### config.mk
export PLATFORM = sky130hd
export DESIGN_NAME = eth_tx_framer_flat
export DESIGN_NICKNAME = d
export VERILOG_FILES = /design/src/rtl/eth_tx_framer_if.sv /design/src/rtl/eth_tx_framer.sv /design/src/flat_wrapper.sv
export SDC_FILE = /design/constraint.sdc
export NUM_CORES = 1
export LEC_CHECK = 0
export ABC_AREA = 1
export BUFFER_PORTS_ARGS = -buffer_cell sky130_fd_sc_hd__buf_4
export CAP_MARGIN = 20
export CORE_ASPECT_RATIO = 0.75
export CORE_UTILIZATION = 49
export DETAILED_ROUTE_END_ITERATION = 10
export HOLD_SLACK_MARGIN = 0.15
export PLACE_DENSITY = 0.68
export SETUP_SLACK_MARGIN = 0.2
export SYNTH_ARGS = -nofsm -noshare
export SYNTH_HDL_FRONTEND = slang
export SYNTH_SLANG_ARGS = --single-unit
### constraint.sdc
create_clock -name clk_i -period 3.25 [get_ports clk_i]
set_input_delay 0.65 -clock clk_i [delete_from_list [all_inputs] [get_ports clk_i]]
set_output_delay 0.65 -clock clk_i [all_outputs]
set_load 0.05 [all_outputs]
### src/rtl/eth_tx_framer_if.sv
// Byte-stream handshake between the TX frame buffer readout (master) and
// eth_tx_framer (slave). A byte moves when s_valid_i & s_ready_o.
interface eth_tx_framer_if;
  logic [7:0] s_data_i;
  logic       s_valid_i;
  logic       s_last_i;
  logic       s_ready_o;

  modport master (output s_data_i, s_valid_i, s_last_i, input  s_ready_o);
  modport slave  (input  s_data_i, s_valid_i, s_last_i, output s_ready_o);
endinterface

### src/rtl/eth_tx_framer.sv
// GMII transmit framer: preamble/SFD, payload, CRC-32 FCS, inter-frame gap, underrun abort.
// Define ETH_TX_PAD_EN to zero-pad short frames to MIN_FRAME payload bytes (pad is CRC-covered).
module eth_tx_framer #(
  parameter int IFG_BYTES = 12,
  parameter int MIN_FRAME = 60
) (
  input  logic           clk_i,
  input  logic           rst_ni,
  eth_tx_framer_if.slave s,
  output logic [7:0]     gmii_txd_o,
  output logic           gmii_tx_en_o,
  output logic           gmii_tx_er_o,
  output logic           busy_o,
  output logic           underrun_o,
  output logic [15:0]    frame_cnt_o
);
  localparam logic [2:0] S_IDLE = 3'd0;
  localparam logic [2:0] S_PRE  = 3'd1;
  localparam logic [2:0] S_SFD  = 3'd2;
  localparam logic [2:0] S_DATA = 3'd3;
`ifdef ETH_TX_PAD_EN
  localparam logic [2:0] S_PAD  = 3'd4;
`endif
  localparam logic [2:0] S_FCS  = 3'd5;
  localparam logic [2:0] S_IFG  = 3'd6;

  localparam int          CMAX = (IFG_BYTES > 7) ? IFG_BYTES : 7;
  localparam int          CW   = $clog2(CMAX + 1);
  localparam logic [31:0] POLY = 32'hEDB88320;

  if (IFG_BYTES < 1 || MIN_FRAME < 1 || MIN_FRAME > 2047) begin : g_bad_cfg
    $error("eth_tx_framer: IFG_BYTES must be >= 1 and MIN_FRAME in 1..2047");
  end

  // Reflected CRC-32, one byte per call, LSB of the byte first.
  function automatic logic [31:0] crc_byte(input logic [31:0] c, input logic [7:0] d);
    logic [31:0] r;
    r = c ^ {24'h0, d};
    for (int i = 0; i < 8; i++) r = r[0] ? ((r >> 1) ^ POLY) : (r >> 1);
    return r;
  endfunction

  logic [2:0]    state_q, state_d;
  logic [CW-1:0] cnt_q, cnt_d;
  logic [10:0]   bcnt_q, bcnt_d, bcnt_sat;
  logic [31:0]   crc_q, crc_d, fcs;
  logic [15:0]   frame_cnt_q, fc_d;
  logic [7:0]    txd_d;
  logic          en_d, er_d, ur_d;

  assign bcnt_sat = (bcnt_q == 11'h7FF) ? bcnt_q : bcnt_q + 11'd1;
  assign fcs      = ~crc_q;

`ifdef ETH_TX_PAD_EN
  // True while the byte being emitted now still leaves the frame short.
  logic short_frm;
  assign short_frm = ({1'b0, bcnt_q} + 12'd1) < 12'(MIN_FRAME);
`endif

  assign s.s_ready_o  = (state_q == S_DATA);
  assign busy_o       = (state_q != S_IDLE);
  assign frame_cnt_o  = frame_cnt_q;

  // Outputs are computed for the byte that goes on the wire next cycle,
  // so each state emits one byte ahead of where its name suggests.
  always_comb begin
    state_d = state_q;
    cnt_d   = cnt_q;
    bcnt_d  = bcnt_q;
    crc_d   = crc_q;
    fc_d    = frame_cnt_q;
    txd_d   = 8'h00;
    en_d    = 1'b0;
    er_d    = 1'b0;
    ur_d    = 1'b0;
    case (state_q)
      S_IDLE: begin
        if (s.s_valid_i) begin
          state_d = S_PRE;
          cnt_d   = '0;
          bcnt_d  = '0;
          crc_d   = '1;
          txd_d   = 8'h55;
          en_d    = 1'b1;
        end
      end
      S_PRE: begin
        txd_d = 8'h55;
        en_d  = 1'b1;
        cnt_d = cnt_q + CW'(1);
        if (cnt_q == CW'(5)) state_d = S_SFD;
      end
      S_SFD: begin
        txd_d   = 8'hD5;
        en_d    = 1'b1;
        state_d = S_DATA;
      end
      S_DATA: begin
        en_d = 1'b1;
        if (s.s_valid_i) begin
          txd_d  = s.s_data_i;
          crc_d  = crc_byte(crc_q, s.s_data_i);
          bcnt_d = bcnt_sat;
          if (s.s_last_i) begin
            cnt_d   = '0;
            state_d = S_FCS;
`ifdef ETH_TX_PAD_EN
            if (short_frm) state_d = S_PAD;
`endif
          end
        end else begin
          // Upstream ran dry mid-frame: poison it on the wire and abandon.
          er_d    = 1'b1;
          ur_d    = 1'b1;
          cnt_d   = '0;
          state_d = S_IFG;
        end
      end
`ifdef ETH_TX_PAD_EN
      S_PAD: begin
        en_d   = 1'b1;
        crc_d  = crc_byte(crc_q, 8'h00);
        bcnt_d = bcnt_sat;
        if (!short_frm) begin
          cnt_d   = '0;
          state_d = S_FCS;
        end
      end
`endif
      S_FCS: begin
        en_d  = 1'b1;
        txd_d = 8'(fcs >> {cnt_q[1:0], 3'b000});
        cnt_d = cnt_q + CW'(1);
        if (cnt_q == CW'(3)) begin
          fc_d    = frame_cnt_q + 16'd1;
          cnt_d   = '0;
          state_d = S_IFG;
        end
      end
      S_IFG: begin
        // IFG_BYTES+1 cycles here: the first still shows the final FCS/abort byte.
        cnt_d = cnt_q + CW'(1);
        if (cnt_q == CW'(IFG_BYTES)) state_d = S_IDLE;
      end
      default: state_d = S_IDLE;
    endcase
  end

  always_ff @(posedge clk_i or negedge rst_ni) begin
    if (!rst_ni) begin
      state_q      <= S_IDLE;
      cnt_q        <= '0;
      bcnt_q       <= '0;
      crc_q        <= '1;
      frame_cnt_q  <= '0;
      gmii_txd_o   <= 8'h00;
      gmii_tx_en_o <= 1'b0;
      gmii_tx_er_o <= 1'b0;
      underrun_o   <= 1'b0;
    end else begin
      state_q      <= state_d;
      cnt_q        <= cnt_d;
      bcnt_q       <= bcnt_d;
      crc_q        <= crc_d;
      frame_cnt_q  <= fc_d;
      gmii_txd_o   <= txd_d;
      gmii_tx_en_o <= en_d;
      gmii_tx_er_o <= er_d;
      underrun_o   <= ur_d;
    end
  end
endmodule
### src/flat_wrapper.sv
// flat-port wrapper written by rule: the top's interface ports become plain ports
module eth_tx_framer_flat 
#(
  parameter int IFG_BYTES = 12,
  parameter int MIN_FRAME = 60
)
  (clk_i, rst_ni, gmii_txd_o, gmii_tx_en_o, gmii_tx_er_o, busy_o, underrun_o, frame_cnt_o, s_s_data_i, s_s_valid_i, s_s_last_i, s_s_ready_o);
  eth_tx_framer_if s_i ();
  input  logic clk_i;
  input  logic rst_ni;
  output logic [7:0] gmii_txd_o;
  output logic gmii_tx_en_o;
  output logic gmii_tx_er_o;
  output logic busy_o;
  output logic underrun_o;
  output logic [15:0] frame_cnt_o;
  input wire logic [$bits(s_i.s_data_i)-1:0] s_s_data_i;
  input wire logic [$bits(s_i.s_valid_i)-1:0] s_s_valid_i;
  input wire logic [$bits(s_i.s_last_i)-1:0] s_s_last_i;
  output wire logic [$bits(s_i.s_ready_o)-1:0] s_s_ready_o;
  assign s_i.s_data_i = s_s_data_i;
  assign s_i.s_valid_i = s_s_valid_i;
  assign s_i.s_last_i = s_s_last_i;
  assign s_s_ready_o = s_i.s_ready_o;
  eth_tx_framer #(.IFG_BYTES(IFG_BYTES), .MIN_FRAME(MIN_FRAME)) u_core (.clk_i(clk_i), .rst_ni(rst_ni), .s(s_i), .gmii_txd_o(gmii_txd_o), .gmii_tx_en_o(gmii_tx_en_o), .gmii_tx_er_o(gmii_tx_er_o), .busy_o(busy_o), .underrun_o(underrun_o), .frame_cnt_o(frame_cnt_o));
endmodule
==> run metrics, run 1 <==
outcome=completed; LEAKAGE=2.57 nW; CP max-delay cell=dfrtp_1; Avg WL per Cell=between 10 and 15 um; initial DRC count=334; Die Wd=110 um; Clock Sinks=65; Port Buf Inserts=40; Mapped Nets=597; cell area after synthesis=4260 um^2; # nets final=around 640; Final Util=58.6%; CTS Buf Count=9; diode count=0; Synth area leaders=dfstp_2 (20%), dfrtp_1 (19%), nand2_1 (17%), xor2_1 (7.4%), inv_1 (6.2%); Die ar.=9070 um^2; CP peak stage delay=0.68 ns; total vias in the final route=3920; PnR worst setup slack=1.05 ns; Clk pin slew, worst setup/hold paths=0.05 ns; Syn Inst Count=581; WP data required=3.52 ns; hold buffer count at CTS=0; Hold Fails Final Rpt=0; routability congestion estimate=0.930; postcts setup bufs=0; setup tns final=0 ns; Async SR Flop Fraction=100%; GR Util All Layers=26.2%; Slew Limit Fails=0; Ys Warns=0; I/O Pins=41; Die Y=82.7 um; CP Capture Type=flop; Final Skew=a little under 0.008 ns; Slew HR=44.0%; DR DRC count=0; Root Buffer Master=clkbuf_16; worst slack, placed=0.879 ns; sequential area share after synthesis=39.1%; via/cell ratio=5.33; start of the worst register-to-register path=u_core.cnt_q[1]; count leader, synth=nand2_1; gr ovfl total=0; Critical Path AT=2.47 ns; RSZ-0062 raised after global routing=no; first-pass GRT wire length=17.6 mm; final setup violation count=0; Hold Slack=about 0.40 ns; CTS tree=done; largest fanout on the critical path=11; clk buf depth=2; Synth Flop Type=dfrtp_1; number of global-route vias before repair=roughly 3400; EDFF count, synth=0; Tmin final=2.20 ns; dpl hpwl=7.76 mm; fmax=about 0.45 GHz; initial antenna violation count=0; slew at the pin with the worst max-slew slack=0.840 ns; CTS H-tree depth=3; initial core utilization=50.4%; Worst Path Buf+Inv=1; synth unique cells=39; post-cts sizing count=0; largest net degree at the start of global routing=66; fillcell total=between 700 and 800; FP Rows=29; Top delay family on crit path=flip-flops; cell taking the most area after synthesis=dfstp_2; maxcap violations=0; synthesis-to-finish area growth=16.3%; Core Region=roughly 8500 um^2; Peak VDD IR=0.533 mV; Routed Antenna Nets=0; drt total wl=11.0 mm; share of the synthesized area in the top cell type=19.7%; syn_area_per_cell=roughly 7.3 um^2; class of the worst hold path=in2async; clk_lat worst skew=0.34 ns; Post-synth top cells=nand2_1 (190), inv_1 (70), o21ai_0 (37); type of the worst setup path=reg2reg; Tcrit/Tclk final=67.7%; first-pass iteration count of the detailed router=5; most used cell along the critical path=nand2_1; PwrDens=roughly 1000 nW/um^2; Critical Path Source=u_core.cnt_q[1]; post-synthesis register bit count=65; fraction of final layout cells sized beyond drive strength 1=19.3%; startpoint types=flop; cells along the critical path=clkinv_1, ha_1, a31oi_1, nor3_2, nand2_1, nand2_1, nand2_1
[kinds of logic after synthesis]
logic type / count (synthesis) / share of synthesized area (%)
adder cells (fa/ha/maj): 4 / 1.18
buffers and inverters: 91 / 8.37
flip-flops: 65 / 39.1
XOR/XNOR: 44 / 9.22
AND/OR/NAND/NOR: 286 / 30.1
multiplexers: 1 / 0.264
AO/OA/AOI/OAI: 90 / 11.7
[placed cells by master (no fill, tap or decap), types with 7 or more instances in the layout]
cell type / n
a21oi_1: 17
buf_4: 42
clkbuf_16: 9
dfrtp_1: 33
dfstp_2: 32
inv_1: 70
inv_2: 8
nand2_1: 190
nand2_2: 8
nand3_1: 31
nor2_1: 29
o211ai_1: 8
o21ai_0: 37
o21ai_1: 10
o22ai_1: 11
xnor2_1: 7
xor2_1: 36
[routing by layer]
layer	track usage, %	vias up	share of wire (%)
met3	7.22	16	6.6
met1	38.3	1842	49
met5	0	-	0
li1	-	1932	-
met4	7.20	0	1.3
met2	37.7	130	43
[report_power, final]
part           leakage, nW  switching (mW)  total, mW  internal (mW)
logic                 1.66            1.78       2.59          0.814
clock network        0.135           0.364      0.978          0.615
registers            0.778           0.240       1.41           1.17
total                 2.57            2.38       4.98           2.60
[stage by stage]
step | power [mW] | instances | cell area [um^2]
floorplan | 3.31 | 581 | 4260
global placement | 3.92 | 720 | 4650
detailed placement | 3.96 | 720 | 4650
CTS | 4.97 | 736 | 4950
global route | 5.37 | 736 | 4950
finish | 4.98 | 736 | 4950
[worst register-to-register path: cells and delay by family, from the launching register on]
kind	cells	cell delay [ns]
AO/OA/AOI/OAI	1	0.20
adder cells (fa/ha/maj)	1	0.38
buffers and inverters	1	0.56
flip-flops	1	0.68
AND/OR/NAND/NOR	4	0.31
[area by class of cell]
cell class                 instances  area (um^2)  area share, %
timing repair buffer              42          315           6.37
sequential                        65         1670           33.7
multi-input combinational        425         2240           45.1
inverter                          80          300           6.06
tap                              108          135           2.73
clock inverter                     4         52.6           1.06
clock buffer                      12          246           4.98
[worst paths after layout]
check                                       endpoint  slack [ns]  cells past startpoint
worst max-delay path               u_core.state_q[2]        1.05                      7
worst min-delay path            u_core.gmii_txd_o[7]        0.40                      1
worst max register to register     u_core.state_q[2]        1.05                      7
worst min register to register      u_core.crc_q[24]        0.48                      2
max in group asynchronous       u_core.gmii_txd_o[0]        2.28                      1
min in group clk_i                  u_core.crc_q[24]        0.48                      2
[state kept, by name, indices dropped and copies added (netlist names)]
register and cells:
u_core.crc_q 32, u_core.cnt_q 4, u_core.gmii_txd_o 8, u_core.frame_cnt_o 16, u_core.state_q 3, u_core.gmii_tx_en_o 1
u_core.gmii_tx_er_o 1
(Power assumes the default switching activity.)
==> inputs of run 2 (changes only) <==
Clock period 3.25 ns to 2.1 ns, I/O delays scaled along.
==> run 2 against run 1 <==
  * Register-to-register slack got worse by 0.78 ns
  * Final cell count grew 1.8%
  * Utilization grew 2.1 points
  * First-iteration DRC count down 1.2%
  * Setup slack worse by 0.78 ns
  * Clock skew decreased by 0.0030 ns
  * Sequential power rose by 50%
  * Via count up 2.6%
  * Critical path type unchanged
  * Sequential cell count is the same
  * Routed wire length rose by 4.6%
  * Largest cell class unchanged
  * Maximum frequency up 20%
==> run metrics, run 2 (same netlist as run 1, synthesis figures left out) <==
first-pass GRT wire length=18.2 mm (+3.5%); Final Power=7.96 mW (+60%); routability congestion estimate=0.940 (+1.1%); most flop-heavy register=u_core.crc_q; class of the worst hold path=in2reg; CTS tree=done; CP peak stage delay=0.54 ns (-0.14 ns); CP max-delay cell=dfstp_2; fmax=0.547 GHz (+20%); slew at the pin with the worst max-slew slack=0.443 ns (-0.397 ns); diode count=0 (unchanged); cells along the critical path=inv_1, nand2_1, nand2_1, nand2_1, nand2_1, nor2_2, inv_1, nand2_1, o21ai_1, o21ai_1, o21ai_0; max reg flops=32 (unchanged); I/O Pins=41 (unchanged); Final Skew=0.00477 ns (-0.00298 ns); setup tns final=0 ns (unchanged); # nets final=652 (+2.0%); fillcell total=778 (+1.0%); initial antenna violation count=0 (unchanged); synthesis-to-finish area growth=20.5%; Clk pin slew, worst setup/hold paths=0.05 ns (about the same); WP data required=2.35 ns (-1.17 ns); initial core utilization=50.4% (unchanged); RSZ-0062 raised after global routing=yes; first-pass iteration count of the detailed router=5 (unchanged); Die Wd=110 um (unchanged); total vias in the final route=4021 (+2.6%); FP Rows=29 (unchanged); DR DRC count=0 (unchanged); most common cell after layout, fill and taps aside=nand2_1; largest net degree at the start of global routing=42 (-36%); Port Buf Inserts=40 (unchanged); Tcrit/Tclk final=87.0% (+19 points); Die Y=82.7 um (unchanged); Slew Limit Fails=0 (unchanged); LEAKAGE=2.66 nW (+3.5%); drt total wl=11.5 mm (+4.6%); CTS H-tree depth=3 (unchanged); most frequent cells in the layout=nand2_1 (178), inv_1 (70), buf_4 (53), o21ai_0 (37), xor2_1 (36); largest fanout on the critical path=6 (-5); type of the worst setup path=reg2reg; Peak VDD IR=1.05 mV (+98%); clk buf depth=2 (unchanged); most used cell along the critical path=nand2_1; Clock Sinks=65 (unchanged); Tmin final=1.83 ns (-0.372 ns); Slew HR=70.4% (+26 points); maxcap violations=0 (unchanged); r2r setup slk=0.27 ns (-0.78 ns); Die ar.=9070 um^2 (unchanged); dpl hpwl=8.20 mm (+5.7%); Core Region=8450 um^2 (unchanged); register area=1670 um^2 (about the same); Routed Antenna Nets=0 (unchanged); fraction of final layout cells sized beyond drive strength 1=23.4% (+4.1 points); Root Buffer Master=clkbuf_16; Critical Path AT=2.08 ns (-0.39 ns); PwrDens=1550 nW/um^2 (+54%); GR Util All Layers=27.1% (+0.83 points); multi-input combinational cell area=2300 um^2 (+2.8%); final setup violation count=0 (unchanged); Avg WL per Cell=15.4 um (+2.7%); initial DRC count=330 (-1.2%); outcome=completed; via/cell ratio=5.37 (+0.80%); CP Capture Type=flop; number of global-route vias before repair=3686 (+7.3%); startpoint types=flop; Hold Fails Final Rpt=0 (unchanged); gr ovfl total=0 (unchanged); CTS Buf Count=9 (unchanged); clk_lat worst skew=0.33 ns (about the same)
-- run 2: what timing repair did --
item | 4_1_cts | 5_1_grt
setup buffers | 0 | 2
hold buffers | 1 | 0
setup endpoints to repair | 0 | 21
endpoints found under the hold margin | 5 | 0
resized for setup | 0 | 20
-- run 2: per-layer routing --
layer / routed length [um] / vias up / share of wire, % / GRT usage [%]
met1: 5470 / 1881 / 47 / 37.8
met4: 198 / 0 / 1.7 / 8.40
met5: 0 / - / 0 / 0
met3: 855 / 20 / 7.4 / 7.38
met2: 5010 / 162 / 43 / 40.7
li1: - / 1958 / - / -
-- run 2: report_power, final --
group,internal [mW],switching (mW),total [mW]
Sequential,1.82,0.302,2.12
Clock,0.980,0.536,1.52
Combinational,1.41,2.91,4.32
Total,4.21,3.74,7.96
-- run 2: critical path, delay by kind of cell, from the launching register on --
kind,cells,cell delay (ns)
AOI/OAI and AO/OA,3,0.23
buffers and inverters,2,0.16
DFF,1,0.54
and+or+nand+nor,6,0.80
-- run 2: layout make-up --
cell class              count  share of cell area (%)
multi-input cells         425                    44.8
well taps                 108                    2.63
repair buffers             55                    8.34
inverters                  80                    5.92
clock buffers              13                    5.07
clock inverters             3                   0.780
flip-flops and latches     65                    32.5
-- run 2: final timing paths --
check                                      start                   end  depth (start not counted)
worst min-delay path                 s_s_valid_i   u_core.gmii_tx_er_o                          2
max in group asynchronous                 rst_ni      u_core.crc_q[18]                          3
worst max register to register   u_core.crc_q[1]      u_core.crc_q[27]                         11
worst min register to register  u_core.crc_q[24]      u_core.crc_q[24]                          2
min in group asynchronous                 rst_ni  u_core.gmii_txd_o[5]                          2
worst max-delay path             u_core.crc_q[1]      u_core.crc_q[27]                         11
-- run 2: through the flow --
stage / util, % / area (um^2) / worst slack [ns] / cells / hold slack, ns
after floorplan: - / 4260 / 0.239 / 581 / 0.124
after global placement: 56.1 / 4750 / 0.160 / 730 / 0.356
after detailed placement: 56.1 / 4750 / 0.145 / 730 / 0.360
after CTS: 59.8 / 5060 / 0.209 / 747 / 0.292
after global routing: 60.7 / 5130 / 0.159 / 749 / 0.307
final: 60.7 / 5130 / 0.273 / 749 / 0.306
